### src/rtl/hurricane_ctrl.sv
// Hurricane (mode 3) run-time controller.
// Times a fixed-length hurricane run, reports the seconds left, and tells the
// mode machine when to leave mode 3 and where to go (mode 2 or standby).
// Optional feature macro: HURRICANE_ONCE_EN -- when defined, hurricane may be used
// only once per power-on (DONE -> USED, locked until machine_state drops).
module hurricane_ctrl #(
  parameter int unsigned CLK_HZ  = 100_000_000,
  parameter int unsigned RUN_SEC = 60
) (
  input  logic       clk,
  input  logic       rst,
  input  logic       machine_state,
  input  logic [2:0] mode_state,
  input  logic       menu_btn,
  output logic       hurricane_mode_enabled,
  output logic       return_state,
  output logic [6:0] remain_sec,
  output logic       active
);

  localparam int unsigned PW          = (CLK_HZ > 1) ? $clog2(CLK_HZ) : 1;
  localparam logic [PW-1:0] PrescMax  = PW'(CLK_HZ - 1);
  localparam logic [6:0] RunSec       = 7'(RUN_SEC);
  localparam logic [2:0] ModeHurricane = 3'b011;

  typedef enum logic [1:0] {StIdle, StRun, StDone, StUsed} state_e;

  state_e        state_q, state_d;
  logic [PW-1:0] presc_q, presc_d;
  logic [6:0]    remain_q, remain_d;
  logic          ret_q, ret_d;
  logic          menu_q;

  logic in_hurricane;
  logic menu_edge;
  logic tick;

  assign in_hurricane = (mode_state == ModeHurricane);
  assign menu_edge    = menu_btn & ~menu_q;
  assign tick         = (presc_q == PrescMax);

  // State and datapath registers; menu history tracks the button every cycle.
  always_ff @(posedge clk) begin
    if (rst) begin
      state_q  <= StIdle;
      presc_q  <= '0;
      remain_q <= RunSec;
      ret_q    <= 1'b0;
      menu_q   <= 1'b0;
    end else begin
      state_q  <= state_d;
      presc_q  <= presc_d;
      remain_q <= remain_d;
      ret_q    <= ret_d;
      menu_q   <= menu_btn;
    end
  end

  // Next-state and datapath update; power-off overrides every state.
  always_comb begin
    state_d  = state_q;
    presc_d  = presc_q;
    remain_d = remain_q;
    ret_d    = ret_q;
    if (!machine_state) begin
      state_d  = StIdle;
      presc_d  = '0;
      remain_d = RunSec;
      ret_d    = 1'b0;
    end else begin
      unique case (state_q)
        StIdle: begin
          if (in_hurricane) begin
            state_d  = StRun;
            presc_d  = '0;
            remain_d = RunSec;
            ret_d    = 1'b0;
          end
        end
        StRun: begin
          presc_d = tick ? '0 : presc_q + 1'b1;
          if (tick && remain_q != 7'd0) remain_d = remain_q - 7'd1;
          // Menu edge beats expiry so a late press still returns to mode 2.
          if (menu_edge) begin
            state_d = StDone;
            ret_d   = 1'b1;
          end else if (tick && remain_q == 7'd1) begin
            state_d = StDone;
            ret_d   = 1'b0;
          end else if (!in_hurricane) begin
            state_d = StDone;
          end
        end
        StDone: begin
          if (!in_hurricane) begin
`ifdef HURRICANE_ONCE_EN
            state_d  = StUsed;
            remain_d = 7'd0;
`else
            state_d  = StIdle;
            presc_d  = '0;
            remain_d = RunSec;
            ret_d    = 1'b0;
`endif
          end
        end
        StUsed: begin
          remain_d = 7'd0;
        end
        default: state_d = StIdle;
      endcase
    end
  end

  // Outputs decode registered state, so they lag the trigger by one cycle.
  always_comb begin
    hurricane_mode_enabled = 1'b0;
    active                 = 1'b0;
    return_state           = ret_q;
    remain_sec             = remain_q;
    unique case (state_q)
      StIdle: hurricane_mode_enabled = 1'b1;
      StRun: begin
        hurricane_mode_enabled = 1'b1;
        active                 = 1'b1;
      end
      StDone: hurricane_mode_enabled = 1'b0;
      StUsed: hurricane_mode_enabled = 1'b0;
      default: hurricane_mode_enabled = 1'b0;
    endcase
  end

endmodule

### config.mk
export PLATFORM = sky130hd
export DESIGN_NAME = hurricane_ctrl
export DESIGN_NICKNAME = d
export VERILOG_FILES = /design/src/rtl/hurricane_ctrl.sv
export SDC_FILE = /design/constraint.sdc
export NUM_CORES = 1
export LEC_CHECK = 0
export BUFFER_PORTS_ARGS = -buffer_cell sky130_fd_sc_hd__buf_2
export CORE_MARGIN = 1.5
export CORE_UTILIZATION = 35
export CTS_CLUSTER_DIAMETER = 100
export CTS_CLUSTER_SIZE = 25
export DETAILED_ROUTE_END_ITERATION = 6
export PLACE_DENSITY_LB_ADDON = 0.3
export SYNTH_ARGS = -nofsm -noshare
export SYNTH_HDL_FRONTEND = slang
export SYNTH_SLANG_ARGS = --single-unit
### constraint.sdc
create_clock -name clk -period 2.25 [get_ports clk]
set_input_delay 0.3375 -clock clk [delete_from_list [all_inputs] [get_ports clk]]
set_output_delay 0.3375 -clock clk [all_outputs]
set_load 0.03 [all_outputs]
### Yosys cells after proc, flatten, opt, wreduce, memory -nomap -nowiden

Cells that the tools add are included.

* register bits after elaboration: 38
* bits in latches: 0
* RAM bits: 0
* memory bits (read-only): 0
* output and inout bits: 10
* logic and storage cells: 54
* memories kept: 0

* add/subtract/negate cells: 2
* multiply operators: 0
* div/mod/pow operators: 0
* $lt $le $gt $ge: 0
* eq/ne operators: 11
* shift-type cells: 0
* mux-type cells: 21
* bitwise logic cells: 3
* reductions and logical operators: 12

Operator list (number)
* $mux W27: 3
* $pmux W27 S3: 1
* $pmux W7 S4: 1
* $add A27 B1 Y27 const B: 1
* $eq A27 B27 Y1 const B: 1
* $mux W7: 3
* $mux W2: 5
* $reduce_and A4 Y1: 2
* $eq A7 B1 Y1 const B: 1
* $reduce_bool A7 Y1: 1
* $sub A7 B1 Y7 const B: 1
* $ne A2 B2 Y1 const B: 3
* $pmux W2 S3: 1
* $reduce_and A3 Y1: 2
* $reduce_or A2 Y1: 3
* $mux W1: 5
* $eq A2 B2 Y1 const B: 2
* $ne A4 B4 Y1 const B: 1
* $eq A3 B2 Y1 const B: 1
* $ne A3 B3 Y1 const B: 1
* $pmux W1 S3: 1
* $reduce_bool A3 Y1: 1
* $eq A2 B1 Y1 const B: 1
* $logic_and A1 B1 Y1: 2
* other kinds (4): 5

### Longest topological paths before layout

Gate-level depths: netlist of run 1.

* depth after elaboration: 5
* depth in mapped cells: 9
* gate-level depth less buffers: 7

### Least setup slack after synthesis of run 1

No wires, ideal clock.

* path type: flip-flop to flip-flop
* start point: register state_q[0]
* end point: register presc_q[26]
* library setup time: 0.114 ns
* arrival: 1.997 ns
* data required time: 2.136 ns
* setup slack: 0.139 ns
* cell stages (with the launch flop): 10
* buffers on the path: 2
* path through: dfxtp_1 > inv_1 > ha_1 > and4b_1 > clkbuf_1 > a2111oi_1 > buf_2 > nand4_1 > xor2_1 > nor2_1

* cells in the longest elaborated chain, start to end: 3
* elaborated cells between the ends (all ways): 8
* those cells by class: 4 x eq/ne; 1 x mux; 3 x reduce/logical

RTL lines
* start: declaration: RTL line 28 `state_e state_q, state_d;`
* start signal: assignment: RTL line 45 `state_q <= StIdle;`
* start signal: assignment: RTL line 51 `state_q <= state_d;`
* $eq A2 B2 Y1, or another cell as far along: RTL line 71 `unique case (state_q)`
* $ne A2 B2 Y1 (no line) / $reduce_bool A3 Y1 (equally long branches)
* $reduce_and A3 Y1 (no line)
* end signal: assignment: RTL line 52 `presc_q <= presc_d;`
* end: declaration: RTL line 29 `logic [PW-1:0] presc_q, presc_d;`

Parallel ways exist; a longest one is shown, timed or not.
A chain may end at the register's enable or synchronous reset.

### Worst setup path after layout of run 1

* start point: register presc_q[8]
* end point: register remain_q[5] (netlist: remain_sec[5])

* cells in the longest elaborated chain, start to end: 4

RTL lines
* $eq A27 B27 Y1: RTL line 40 `assign tick = (presc_q == PrescMax);`
* $logic_and A1 B1 Y1: RTL line 82 `if (tick && remain_q != 7'd0) remain_d = remain_q - 7'd1;`
* $ne A2 B2 Y1 (no line)
* $reduce_and A3 Y1 (no line)
* end signal: assignment: RTL line 47 `remain_q <= RunSec;`
* end signal: assignment: RTL line 53 `remain_q <= remain_d;`
* end: declaration: RTL line 30 `logic [6:0] remain_q, remain_d;`

Every way passes these cells.

==> summary.txt, run 1 <==
Outcome
  • Status: completed

Synthesis
  • Mean Syn Cell Area: between 8 and 9 sq um
  • Main synth FF type: dfxtp_1
  • Adder-Cell Fraction of Synth Area: between 5 and 6%
  • Post-synth EDFFs: 0
  • Largest family of logic cells by synthesized area: simple AND/OR/NAND/NOR gates
  • Top-count cell post-synth: dfxtp_1
  • Synth Register Bits: 38
  • Post-synthesis compound-gate area fraction: between 10% and 20%
  • Post-synth top cells: 38 x dfxtp_1, 32 x nor2_1, 26 x nand2_1
  • Post-Synth Simple-Gate Area: 33.1%
  • Cells after synthesis: between 200 and 300
  • Asr flop ratio synth: 0%
  • Synth top area share: between 30% and 40%
  • Synth cell types: 46
  • Post-synthesis cell area: around 0.0021 sq mm
  • XOR/XNOR Fraction of Synth Area: 9.91%
  • Mux cell area share after synthesis: less than 1%
  • Synthesis warning total: 0
  • Seq/Total Area, Yosys: a little over a third
  • Area contributors post-synth: dfxtp_1 36%, xor2_1 7.4%, nor2_1 5.7%, ha_1 5.3%, nand4_1 4.7%
  • Post-synthesis net count: 266
  • Post-synth top area cell: dfxtp_1

Run
  • Max-Cap Viols: 0

Placed design
  • Port Buffers: 16
  • Gpl congestion: 0.769
  • DP Wirelength: about 3.5 mm
  • DP Cell Count: between 300 and 400

CTS
  • Post-CTS Setup Bufs: 0
  • Num Clock Sinks: 38
  • CTS tree: done
  • Num CTS Buffers: 5
  • Root buf cell: clkbuf_8
  • # hold bufs at CTS: 0
  • CTS Buffer Depth: 2
  • Clock transition at path regs: roughly 80 ps
  • Post-cts sizing count: 0
  • Htree depth: 2
  • Skew-Pair Late Insertion Delay: approximately 290 ps

Floorplanning
  • DIE HEIGHT: between 80 and 90 um
  • Die area: approximately 0.0065 sq mm
  • Ports: 17
  • FP Rows: 28
  • Initial Utilization: between 30% and 40%
  • Die Width: 80.9 um
  • Core area: 0.00589 sq mm

Timing
  • Tmin final: between 2000 and 2500 ps
  • Slew HR: between 60 and 70%
  • Setup_tns: 0 ps
  • Max Clock Freq: about 480 MHz
  • Fin. Hold Viols: 0
  • Fin crit share: between 90% and 100%
  • RSZ-0062 raised after global routing: no
  • Final Skew: ~13 ps
  • Final setup fails: 0
  • Final Slew Violations: 0
  • Worst slew pin tran: ~520 ps

Worst setup path
  • Crit Path Class: flip-flop to flip-flop
  • WP data required: around 2400 ps
  • R2R depth: 5
  • Critical Path Source: presc_q[8]
  • CP max FO: 6
  • Startpoint types: flip-flop
  • Worst flop-to-flop path endpoint: remain_sec[5]
  • Setup slack, reg-to-reg: between 150 and 200 ps
  • Crit path capture type: flip-flop
  • Worst Path Arrival: ~2300 ps
  • Reg2reg start: presc_q[8]

Pwr
  • Max VDD drop: about 0.26 mV
  • Leakage: slightly above 0.8 nW
  • Cell Pwr Density: approximately 520 mW/mm^2

Final layout
  • Layout Utilization: a little over two fifths
  • Share of cells above drive strength 1: about 17%
  • Post-Layout Cell Count: around 350
  • Number of diodes: 0
  • Synthesis-to-layout area growth: 16.3%
  • Final nets: between 200 and 300

Drt
  • Initial DRT Pass Iterations: 4
  • Wirelength, routed: 4.71 mm
  • Vias per Instance: between 5 and 6
  • Routed Antenna Nets: 0
  • Drc violations: 0
  • Mean routed wirelength per cell: approximately 13 um
  • Via count: roughly 1.8k
  • Number of DRC markers in iteration 0: about 110

GRT
  • First-pass GRT wire length: ~8.4 mm
  • Vias in the first global route: around 1.8k
  • Grt ovf: 0
  • Largest net degree at the start of global routing: 27
  • Initial antenna violation count: 0
  • Global-route usage over all layers: between 10% and 20%

Hold path
  • Hold Crit Class: primary input to flip-flop
  • Hold path cells: 2
  • Worst hold endpoint: menu_q
  • HP Start: rst
-- layout make-up --
class	count	area (sq um)
Sequential cell	38	761
Multi-Input combinational cell	196	1300
Tap cell	75	93.8
Inverter	7	26.3
Clock inverter	1	5.00
Clock buffer	7	86.3
Timing Repair Buffer	30	198
Fill cell	607	3420
-- state kept, by name (all words and copies together), names as in the netlist --
register,count
menu_q,1
presc_q,27
remain_sec,7
return_state,1
state_q,2
-- worst max-delay path, cell delays in order (launching register included) --
cell and delay, ps:
dfxtp_1 360, or4_4 550, nor4_4 340, nand3_2 190, a2111oi_0 440, a21oi_1 70
-- worst max-delay path by stage --
stage | endpoint | slack [ps]
2_1_floorplan | presc_q[26] | 140
3_3_place_gp | remain_sec[5] | 210
3_5_place_dp | remain_sec[5] | 200
4_1_cts | remain_sec[5] | 170
5_1_grt | remain_sec[5] | 30
6_report | remain_sec[5] | 170
-- kinds of logic after synthesis --
family,count (synthesis)
AOI/OAI and AO/OA,37
xor gates and xnor gates,24
adders and majority gates,9
buffers and inverters,16
DFF,38
muxes,1
and+or+nand+nor,125
-- cell usage in the layout, fill, tap and decap left out, types with 3 or more instances in the layout --
cell | synthesis | routed
nor2_1 | 32 | 32
inv_1 | 7 | 7
nor2b_1 | 5 | 5
a31oi_1 | 5 | 5
a21o_1 | 3 | 3
nand3b_1 | 4 | 4
nand4_1 | 16 | 16
nand2_1 | 26 | 26
nand3_1 | 12 | 12
buf_4 | 2 | 13
a211oi_1 | 3 | 3
buf_2 | 1 | 16
or3_1 | 4 | 4
a21oi_1 | 8 | 8
xor2_1 | 18 | 18
nor3_1 | 4 | 4
o21ai_0 | 6 | 6
ha_1 | 9 | 9
clkbuf_8 | 0 | 6
nand2b_1 | 4 | 4
xnor2_1 | 6 | 6
dfxtp_1 | 38 | 38
-- metrics by stage --
stage	instance area [sq um]	setup WS (ps)	power (mW)	hold slack, ps
2_1_floorplan	2120	139	0.776	409
3_3_place_gp	2380	214	0.821	477
3_5_place_dp	2380	202	0.821	486
4_1_cts	2470	172	1.31	227
5_1_grt	2470	27.7	1.36	233
6_report	2470	169	1.29	235
-- power breakdown --
group	internal, mW	leakage (nW)	switching [mW]	total [mW]
clock network	0.247	0.0482	0.238	0.486
logic	0.0463	0.468	0.0767	0.123
registers	0.677	0.307	0.00460	0.682
-- layer usage --
metal | global-route usage [%] | up-vias | wire, um
met2 | 27.2 | 29 | 2200
met3 | 4.04 | 2 | 190
met1 | 21.5 | 869 | 2300
met5 | 0 | - | 0
li1 | - | 949 | -
met4 | 4.14 | 0 | 27
(Power assumes the default switching activity.)
==> inputs of run 2 (changes only) <==
==> constraint.sdc (replaced) <==
create_clock -name clk -period 2.25 [get_ports clk]
set_input_delay 0.1125 -clock clk [delete_from_list [all_inputs] [get_ports clk]]
set_output_delay 0.1125 -clock clk [all_outputs]
set_load 0.03 [all_outputs]
==> run 2 against run 1 <==
Effect of this change: die area unchanged; core utilization barely moved; sequential share of layout area barely moved; hold slack worse by 220 ps; count of clock-buffer cells in the layout decreased by 1; clock skew shrank 3.0 ps; cell area about the same; clock power shrank 4.7%; wire length up 1.0%; first-iteration DRC count decreased by 28%; total power decreased by 1.8%.
==> summary.txt, run 2 (synthesis gave the netlist of run 1 again) <==
Drt
  • Number of DRC markers in iteration 0: 77
  • Routed Antenna Nets: 0
  • Vias per Instance: 5.21
  • Drc violations: 0
  • Mean routed wirelength per cell: 13.4 um
  • Initial DRT Pass Iterations: 4
  • Wirelength, routed: about 4.8 mm
  • Via count: around 1.9k

Floorplanning
  • Ports: 17
  • FP Rows: 28
  • Die area: 0.00654 sq mm
  • Core area: 0.00589 sq mm
  • Initial Utilization: between 30% and 40%
  • DIE HEIGHT: a little over 80 um
  • Die Width: between 80 and 90 um

Timing
  • Slew HR: 67.7%
  • Setup WS post-layout: roughly 180 ps
  • Tmin final: 2070 ps
  • Final Skew: 10.3 ps
  • Final Slew Violations: 0
  • Fin. Hold Viols: 0
  • Setup_tns: 0 ps
  • Worst slew pin tran: around 480 ps
  • Max Clock Freq: 484 MHz
  • Fin crit share: 91.9%
  • RSZ-0062 raised after global routing: no
  • Final setup fails: 0

Final layout
  • Synthesis-to-layout area growth: 16.3%
  • Final-layout fill cell count: 602
  • Multi-input gate area: roughly 0.0013 sq mm
  • Share of cells above drive strength 1: 17.9%
  • Max reg flops: 27
  • Largest Register: presc_q
  • Reg area: 761 sq um
  • Most frequent cells in the layout: 38 x dfxtp_1, 32 x nor2_1, 26 x nand2_1
  • Number of diodes: 0
  • Commonest non-fill, non-tap cell in the layout: dfxtp_1
  • Final nets: around 300

Placed design
  • Place WS: ~190 ps
  • DP Wirelength: between 3 and 4 mm
  • Port Buffers: 16
  • Gpl congestion: about 0.79

Worst setup path
  • Crit path capture type: flip-flop
  • CP max FO: 6
  • Slowest stage delay, CP: ~550 ps
  • R2R depth: 5
  • Cells along the critical path: or4_4, nor4_4, nand3_2, a2111oi_0, a21oi_1
  • WP data required: between 2000 and 2500 ps
  • Buffers & Inverters on Critical Path: 0
  • CP Depth: 5
  • Worst Path Arrival: around 2200 ps
  • Slowest CP cell: or4_4
  • Cell family with the largest share of critical-path delay: simple AND/OR/NAND/NOR gates
  • Startpoint types: flip-flop
  • Crit Path Class: flip-flop to flip-flop

CTS
  • Num CTS Buffers: 5
  • CTS Buffer Depth: 2
  • Num Clock Sinks: 38
  • Clock transition at path regs: about 80 ps
  • Skew-Pair Late Insertion Delay: about 290 ps
  • CTS tree: done
  • Root buf cell: clkbuf_8
  • Post-cts sizing count: 0
  • Post-CTS Setup Bufs: 0
  • # hold bufs at CTS: 0
  • Htree depth: 2

Hold path
  • Hold Crit Class: primary input to flip-flop
  • Hold path cells: 2

Pwr
  • P_int: approximately 960 uW
  • Combinational fraction of design power: about a tenth
  • Leakage: 0.827 nW
  • Max VDD drop: 0.275 mV
  • Seq pwr share: ~54%
  • Sw Ratio: between 20% and 30%
  • Cell Pwr Density: 514 mW/mm^2
  • Clk pwr share: between 30% and 40%
  • Switching Power: 309 uW

Outcome
  • Status: completed

GRT
  • Vias in the first global route: about 1.8k
  • Global-route usage over all layers: between 15 and 20%
  • First-pass GRT wire length: 8.22 mm
  • Grt ovf: 0
  • Initial antenna violation count: 0
  • Largest net degree at the start of global routing: 21

Run
  • Max-Cap Viols: 0
[run 2: cell count changes in the layout (fill, tap and decap cells not counted), sizes merged]
cell    before  now
buf         30   33
clkbuf       7    6
clkinv       1    0
[run 2: worst paths after layout]
check,from,end,slack [ps]
worst max-delay path,presc_q[8],remain_sec[5],180
worst min-delay path,rst,menu_q,10
worst max register to register,presc_q[8],remain_sec[5],180
worst min register to register,presc_q[1],presc_q[1],490
[run 2: final cells by class]
class                           instances  share of cell area [%]
Clock buffer                            6                    3.35
Inverter                                7                    1.06
Multi-Input combinational cell        196                    52.6
Sequential cell                        38                    30.8
Tap cell                               75                    3.80
Timing Repair Buffer                   33                    8.41
[run 2: power by group through the flow]
stage	Combinational [mW]	Sequential (mW)	Clock (mW)
after floorplan	0.0768	0.700	0
after global placement	0.125	0.697	0
after detailed placement	0.123	0.698	0
after CTS	0.124	0.682	0.482
after global routing	0.136	0.682	0.504
final	0.123	0.682	0.463
[run 2: routing by layer]
metal  up-vias  global-route usage, %  share of wire [%]
met3         4                   3.48                2.5
met5         -                      0                  0
met4         0                   5.86                1.1
li1        956                      -                  -
met1       870                   20.7                 50
met2        21                   26.8                 46
[run 2: per-stage QoR]
stage | cell area (sq um) | power, mW | hold slack, ps | cells | utilization (%)
final | 2470 | 1.27 | 11.4 | 355 | 41.9
after global placement | 2390 | 0.822 | 298 | 349 | 40.5
after CTS | 2470 | 1.29 | 1.44 | 355 | 41.9
after global routing | 2470 | 1.32 | 7.34 | 355 | 41.9
after detailed placement | 2390 | 0.821 | 304 | 349 | 40.5
after floorplan | 2120 | 0.776 | 184 | 250 | -
